File: config.mk
export PLATFORM = sky130hd
export DESIGN_NAME = bp_cache_req_arbiter
export DESIGN_NICKNAME = d
export VERILOG_FILES = /design/src/rtl/bp_cache_req_arbiter.sv
export SDC_FILE = /design/constraint.sdc
export NUM_CORES = 1
export LEC_CHECK = 0
export CORE_AREA = 2 2 141 143
export CTS_BUF_LIST = sky130_fd_sc_hd__clkbuf_16
export CTS_CLUSTER_DIAMETER = 80
export DETAILED_ROUTE_END_ITERATION = 8
export DIE_AREA = 0 0 143 145
export PLACE_DENSITY = 0.45
export SYNTH_ARGS = -nofsm -noshare
export SYNTH_HDL_FRONTEND = slang
export SYNTH_SLANG_ARGS = --single-unit
File: constraint.sdc
create_clock -name clk_i -period 3.02 [get_ports clk_i]
set_input_delay 0.302 -clock clk_i [delete_from_list [all_inputs] [get_ports clk_i]]
set_output_delay 0.302 -clock clk_i [all_outputs]
set_load 0.005 [all_outputs]
File: src/rtl/bp_cache_req_arbiter.sv
// bp_cache_req_arbiter
// Shares one cache-service engine between the I$ (FE) and D$ (BE) miss paths.
// A round-robin arbiter picks a requester, holds that choice across any
// backpressure, then owns the engine for one whole transaction:
// request, then metadata, then complete. Only one transaction is in flight.
// The owner is exported so the mem-pkt responses can be routed to it.

module bp_cache_req_arbiter #(
    parameter int req_width_p          = 112,
    parameter int req_metadata_width_p = 4
) (
    input  logic                            clk_i,
    input  logic                            reset_i,

    input  logic [req_width_p-1:0]          icache_req_i,
    input  logic                            icache_req_v_i,
    output logic                            icache_req_ready_o,
    input  logic [req_metadata_width_p-1:0] icache_req_metadata_i,
    input  logic                            icache_req_metadata_v_i,
    output logic                            icache_req_complete_o,

    input  logic [req_width_p-1:0]          dcache_req_i,
    input  logic                            dcache_req_v_i,
    output logic                            dcache_req_ready_o,
    input  logic [req_metadata_width_p-1:0] dcache_req_metadata_i,
    input  logic                            dcache_req_metadata_v_i,
    output logic                            dcache_req_complete_o,

    output logic [req_width_p-1:0]          req_o,
    output logic                            req_v_o,
    input  logic                            req_ready_i,
    output logic [req_metadata_width_p-1:0] req_metadata_o,
    output logic                            req_metadata_v_o,
    input  logic                            req_complete_i,

    output logic [1:0]                      owner_o
);

    // Requester encodings are one-hot {dcache, icache}.
    localparam logic [1:0] SEL_NONE = 2'b00;
    localparam logic [1:0] SEL_I    = 2'b01;
    localparam logic [1:0] SEL_D    = 2'b10;

    typedef enum logic [1:0] {
        e_ready     = 2'd0,
        e_wait_md   = 2'd1,
        e_wait_cmpl = 2'd2
    } state_e;

    state_e     state_q, state_d;
    logic [1:0] owner_q, owner_d;
    logic [1:0] lock_q,  lock_d;
    logic       last_grant_q, last_grant_d;   // 0 = I$ won last, 1 = D$ won last

    // Selected requester (request phase) and its steered signals
    logic [1:0]                      sel_s;
    logic [req_width_p-1:0]          sel_req_s;
    logic                            sel_v_s;
    logic [req_metadata_width_p-1:0] sel_md_s;
    logic                            sel_md_v_s;
    logic                            xfer_s;

    // Owner's metadata (metadata phase)
    logic [req_metadata_width_p-1:0] own_md_s;
    logic                            own_md_v_s;

    // Ungated output values, forced low while reset is held
    logic [req_width_p-1:0]          req_s;
    logic                            req_v_s;
    logic [req_metadata_width_p-1:0] req_md_s;
    logic                            req_md_v_s;
    logic                            icache_ready_s;
    logic                            dcache_ready_s;
    logic                            icache_cmpl_s;
    logic                            dcache_cmpl_s;

    // Pick the requester: a held lock wins, else the lone valid one, else alternate on a tie
    always_comb begin
        sel_s = SEL_NONE;
        if (state_q == e_ready) begin
            if (lock_q != SEL_NONE) begin
                sel_s = lock_q;
            end else if (icache_req_v_i && dcache_req_v_i) begin
                sel_s = last_grant_q ? SEL_I : SEL_D;
            end else if (icache_req_v_i) begin
                sel_s = SEL_I;
            end else if (dcache_req_v_i) begin
                sel_s = SEL_D;
            end else begin
                sel_s = SEL_NONE;
            end
        end else begin
            sel_s = SEL_NONE;
        end
    end

    // Steer the selected requester's request and metadata
    always_comb begin
        sel_req_s  = {req_width_p{1'b0}};
        sel_v_s    = 1'b0;
        sel_md_s   = {req_metadata_width_p{1'b0}};
        sel_md_v_s = 1'b0;
        case (sel_s)
            SEL_I: begin
                sel_req_s  = icache_req_i;
                sel_v_s    = icache_req_v_i;
                sel_md_s   = icache_req_metadata_i;
                sel_md_v_s = icache_req_metadata_v_i;
            end
            SEL_D: begin
                sel_req_s  = dcache_req_i;
                sel_v_s    = dcache_req_v_i;
                sel_md_s   = dcache_req_metadata_i;
                sel_md_v_s = dcache_req_metadata_v_i;
            end
            default: begin
                sel_req_s  = {req_width_p{1'b0}};
                sel_v_s    = 1'b0;
                sel_md_s   = {req_metadata_width_p{1'b0}};
                sel_md_v_s = 1'b0;
            end
        endcase
    end

    // Steer the current owner's metadata; a non-owner's metadata is never seen
    always_comb begin
        own_md_s   = {req_metadata_width_p{1'b0}};
        own_md_v_s = 1'b0;
        case (owner_q)
            SEL_I: begin
                own_md_s   = icache_req_metadata_i;
                own_md_v_s = icache_req_metadata_v_i;
            end
            SEL_D: begin
                own_md_s   = dcache_req_metadata_i;
                own_md_v_s = dcache_req_metadata_v_i;
            end
            default: begin
                own_md_s   = {req_metadata_width_p{1'b0}};
                own_md_v_s = 1'b0;
            end
        endcase
    end

    assign xfer_s = sel_v_s & req_ready_i;

    // Transaction FSM: next state, bookkeeping registers and ungated outputs
    always_comb begin
        state_d        = state_q;
        owner_d        = owner_q;
        lock_d         = lock_q;
        last_grant_d   = last_grant_q;
        req_s          = {req_width_p{1'b0}};
        req_v_s        = 1'b0;
        req_md_s       = {req_metadata_width_p{1'b0}};
        req_md_v_s     = 1'b0;
        icache_ready_s = 1'b0;
        dcache_ready_s = 1'b0;
        icache_cmpl_s  = 1'b0;
        dcache_cmpl_s  = 1'b0;
        case (state_q)
            e_ready: begin
                req_s          = sel_req_s;
                req_v_s        = sel_v_s;
                req_md_s       = sel_md_s;
                icache_ready_s = sel_s[0] & req_ready_i;
                dcache_ready_s = sel_s[1] & req_ready_i;
                if (xfer_s) begin
                    owner_d      = sel_s;
                    last_grant_d = sel_s[1];
                    lock_d       = SEL_NONE;
                    if (sel_md_v_s) begin
                        // Metadata arriving with the request goes out immediately
                        req_md_v_s = 1'b1;
                        state_d    = e_wait_cmpl;
                    end else begin
                        state_d    = e_wait_md;
                    end
                end else if (sel_v_s) begin
                    // Stalled: keep this requester so valid never switches source
                    lock_d = sel_s;
                end else begin
                    lock_d = SEL_NONE;
                end
            end
            e_wait_md: begin
                req_md_s   = own_md_s;
                req_md_v_s = own_md_v_s;
                if (own_md_v_s) begin
                    state_d = e_wait_cmpl;
                end else begin
                    state_d = e_wait_md;
                end
            end
            e_wait_cmpl: begin
                if (req_complete_i) begin
                    icache_cmpl_s = owner_q[0];
                    dcache_cmpl_s = owner_q[1];
                    owner_d       = SEL_NONE;
                    state_d       = e_ready;
                end else begin
                    state_d       = e_wait_cmpl;
                end
            end
            default: begin
                state_d = e_ready;
                owner_d = SEL_NONE;
                lock_d  = SEL_NONE;
            end
        endcase
    end

    // State and bookkeeping registers, cleared immediately by reset
    always_ff @(posedge clk_i or posedge reset_i) begin
        if (reset_i) begin
            state_q      <= e_ready;
            owner_q      <= SEL_NONE;
            lock_q       <= SEL_NONE;
            last_grant_q <= 1'b0;
        end else begin
            state_q      <= state_d;
            owner_q      <= owner_d;
            lock_q       <= lock_d;
            last_grant_q <= last_grant_d;
        end
    end

    // Drive outputs, holding every one low while reset is asserted
    always_comb begin
        if (reset_i) begin
            req_o                 = {req_width_p{1'b0}};
            req_v_o               = 1'b0;
            req_metadata_o        = {req_metadata_width_p{1'b0}};
            req_metadata_v_o      = 1'b0;
            icache_req_ready_o    = 1'b0;
            dcache_req_ready_o    = 1'b0;
            icache_req_complete_o = 1'b0;
            dcache_req_complete_o = 1'b0;
            owner_o               = SEL_NONE;
        end else begin
            req_o                 = req_s;
            req_v_o               = req_v_s;
            req_metadata_o        = req_md_s;
            req_metadata_v_o      = req_md_v_s;
            icache_req_ready_o    = icache_ready_s;
            dcache_req_ready_o    = dcache_ready_s;
            icache_req_complete_o = icache_cmpl_s;
            dcache_req_complete_o = dcache_cmpl_s;
            owner_o               = owner_q;
        end
    end

endmodule

==> results by stage <==
Placed design:
- The count of buffers added on input and output ports is 363.
- Detailed placement finished with a half-perimeter wire length of 14,500 um.
- The number of cells after detailed placement is 850.
- At the end of routability-driven placement, the weighted congestion stood at between 0.9 and 1.
- Summing all placed instances gives a cell area of 5960 um^2.

Synth:
- By area the synthesized netlist is led by a22o_1, dfrtp_1, ha_1.
- The number of cells produced by synthesis is between 200 and 250.
- Ranked by instance count, the synthesized netlist is headed by a22o_1, inv_1, buf_4.
- The average instance in the mapped netlist occupies ~8.6 um^2.
- The leading area contributor after synthesis is a22o_1.
- The share of the yosys chip area belonging to registers is a little under a tenth.
- The number of enable-type register cells in the synthesized netlist is 0.
- The register bit count reported by yosys is 7.
- The number of warnings issued by yosys is 0.
- The proportion of register bits with asynchronous set or reset after synthesis is 100%.
- The number of different library cells in the post-synthesis netlist is 33.
- The cell with the most instances after synthesis is a22o_1.
- The portion of synthesized cell area occupied by the leading cell type is 55.2%.
- The netlist area before placement is 1860 um^2.
- For this run, the leading register cell type out of synthesis is dfrtp_1.
- The post-synth net total is ~460.

Power:
- The sequential share of power is 14.3%.
- For this design the total switching power over the nets is roughly 0.12 mW.
- The share of total power dissipated in combinational logic is 52.1%.
- VDD sags by at most 177 uV.
- The standby leakage power is about 3.3 nW.
- The internal power consumption is 0.541 mW.
- The power density normalized to cell area is 102 nW/um^2.
- The net switching share of the total power is 18.0%.
- The share of total power dissipated in the clock network is 33.6%.
- The design draws 0.660 mW.

Timing:
- The worst clock skew is 0.00223 ns.
- The final-report hold violation count is 0.
- The final count of pins violating max slew is 0.
- The highest clock frequency the design can meet is 346 MHz.
- The final worst hold slack is between 0.5 and 0.6 ns.
- Of the available clock period, the critical path in the final layout requires between 90% and 100%.
- The final number of setup-violating endpoints is 0.
- The measured slew at the worst slew-check pin is 0.455 ns.
- The time the worst path needs with I/O delays and setup is 2.89 ns.
- The relative max-transition margin is 69.6%.

Setup path:
- The worst setup path is launched from a flop.
- Data on the critical path arrives at its endpoint at 2.59 ns.
- The largest fanout of any net on the critical path is 11.
- Counting both buffers and inverters, the worst setup path holds a total of 6.
- STA classifies the critical path endpoint as an output pin.
- At the worst endpoint, the required time is around 2.7 ns.
- Grouping stages by cell kind, the critical path spends the most delay in buffers and inverters.
- On the worst path, the slowest cell contributes a delay of 0.40 ns.
- Traced cell by cell, the critical path runs through o211a_1, o21ai_2, inv_2, ha_4, nand2b_4, nor3b_4, buf_6, buf_12, buf_4, clkbuf_16, a22o_1, dlygate4sd2_1.
- On the critical path, the stage with the largest delay is an instance of dfrtp_1.
- The critical path in this run is classified as reg -> out.

Run status:
- The flow ran to the end, and the final reports show no timing, DRC or antenna violations.

Clocking:
- At the later pin of the worst-skew pair, clock insertion delay measures about 0.23 ns.
- The hold-fix buffer count after cts is 0.
- The maximum root-to-sink buffer count is 2.
- The TritonCTS clock tree is done.
- The clock drives 7 sinks.
- The maximum level of the CTS H-tree is 1.
- Counting the buffers created by CTS gives 3.
- The clock tree root buffer cell is clkbuf_16.
- After clock tree synthesis, the clock-pin slew on the worst setup and hold paths is approximately 0.040 ns.

Finish:
- The post-synthesis to final-layout area growth is 248%.
- The area of all placed cells without fillers is 6470 um^2.
- The fraction of layout instances using a drive strength above 1 is 12.8%.
- The number of non-filler instances in the completed layout is 881.
- The final-stage net count is 865.
- Counting the fill cells in the layout gives 2,051.
- 0 antenna diodes ended up in the layout.

Global routing:
- The via count of the first global-routing pass is between 3,000 and 4,000.
- The total global-route track usage is 15.6%.
- Global routing finished with a remaining overflow of 0.
- The largest net degree at the start of global routing is 29.
- The initial antenna violation count is 0.
- The first global-routing pass estimated between 20,000 and 25,000 um of wire.

Route:
- The number of DRC markers after the initial detailed-route iteration is 171.
- In the routed layout, each cell is associated on average with a via count of 4.11.
- The number of routed nets with antenna violations is 0.
- The total wire length after detailed routing is 18,100 um.
- The remaining routing DRC violations is 0.
- The per-cell routed wire length is just over 20 um.
- The first detailed-routing pass took 4 iterations.
- For this block, the via count after detailed routing is 3,620.

Die:
- The core outline area is 19,200 um^2.
- The total die area is 20,700 um^2.
- For this configuration, the core starts out at a cell density of 9.67%.
- The die boundary height is between 100 and 150 um.
- In this run the core area contains 51 standard-cell rows.
- The number of top-level pins is 364.
- The horizontal extent of the die is 143 um.

Worst hold path:
- The classification of the worst-slack hold path is reg -> reg.

Run:
- The number of max-capacitance violations reported is 0.
worst reg2reg max path, stage by stage (launching register included):
cell      delay, ns
dfrtp_1        0.41
a211oi_2       0.25
o21ai_2        0.11
buf_4          0.16
inv_1          0.11
ha_4           0.16
buf_4          0.11
a22o_1         0.15
buf_4          0.12
nand2b_1       0.07
buf_4          0.15
nor2_1         0.09
mux2_2         0.33
sequential cells by signal (all words and copies together), names as in the netlist:
signal,count
last_grant_q,1
lock_q,2
owner_q,2
state_q,2
power groups by stage:
stage	sequential [mW]	clock (mW)	combinational, mW
after global routing	0.0943	0.229	0.360
after CTS	0.0943	0.222	0.344
final	0.0943	0.222	0.343
after floorplan	0.0955	0	0.00834
after detailed placement	0.0955	0	0.341
after global placement	0.0955	0	0.344
final timing paths:
path,slack (ns),from,cells after the start,to
min in group asynchronous,0.78,reset_i,4,last_grant_q
worst max-delay path,0.13,last_grant_q,12,req_o[36]
worst max register to register,0.67,lock_q[0],12,last_grant_q
worst min-delay path,0.55,lock_q[1],2,lock_q[1]
worst min register to register,0.55,lock_q[1],2,lock_q[1]
max in group asynchronous,2.12,reset_i,4,state_q[0]
stage by stage:
stage | utilization (%) | TNS (ns) | setup WS, ns
after floorplan | - | 0 | 0.575
after global placement | 31.0 | -55.34 | -0.581
after detailed placement | 31.0 | -56.33 | -0.556
after CTS | 32.7 | 0 | 0.000595
after global routing | 33.7 | -0.0869 | -0.0269
final | 33.7 | 0 | 0.126
area by class of cell:
| class | count | area (um^2) | area share (%) |
|---|---|---|---|
| Inverter | 12 | 45.0 | 0.696 |
| Clock inverter | 1 | 3.75 | 0.0580 |
| Timing Repair Buffer | 421 | 4330 | 66.9 |
| Tap cell | 265 | 332 | 5.13 |
| Clock buffer | 3 | 75.1 | 1.16 |
| Multi-Input combinational cell | 172 | 1510 | 23.3 |
| Sequential cell | 7 | 175 | 2.71 |
cells in the final DEF, fill, tap and decap left out, drive strengths merged:
| master | count |
|---|---|
| clkdlybuf4s50 | 246 |
| a22o | 117 |
| dlygate4sd2 | 74 |
| buf | 56 |
| dlymetal6s2s | 22 |
| clkdlybuf4s15 | 18 |
| inv | 13 |
| nor2 | 9 |
| ha | 8 |
| dfrtp | 7 |
| clkbuf | 7 |
| nand2 | 4 |
| nor3b | 4 |
| a21oi | 3 |
| o21ai | 3 |
| nor2b | 2 |
| a22oi | 2 |
| mux2i | 2 |
| a21o | 2 |
| nor3 | 2 |
| nand2b | 2 |
| and2b | 1 |
| o31ai | 1 |
| o211a | 1 |
| or3 | 1 |
| o22a | 1 |
| o211ai | 1 |
| and2 | 1 |
| a31oi | 1 |
| o22ai | 1 |
| a211oi | 1 |
| mux2 | 1 |
| o41ai | 1 |
| bufbuf | 1 |
layer usage:
layer | share of wire [%] | routed length [um] | global-route usage, % | vias to the layer above
met3 | 7.7 | 1380 | 2.81 | 12
met1 | 40 | 7290 | 19.3 | 1734
met5 | 0 | 0 | 0 | -
met2 | 51 | 9270 | 29.0 | 180
li1 | - | - | - | 1694
met4 | 0.73 | 131 | 1.14 | 0
kinds of logic (layout without fill, tap and decap cells):
family | Yosys count | after routing | share of synthesized area [%]
muxes | 3 | 3 | 1.68
buffers and inverters | 37 | 437 | 13.2
DFF | 7 | 7 | 9.43
adders and majority gates | 8 | 8 | 5.39
and+or+nand+nor | 26 | 26 | 8.55
AOI/OAI and AO/OA | 135 | 135 | 61.8
timing repair:
action | CTS | global route
gates resized for setup | 136 | 33
setup endpoints to repair | 118 | 87
cloned | 5 | 2
pin swaps | 4 | 5
setup buffers | 13 | 8
Note: power is estimated with default switching activity, not from simulation.
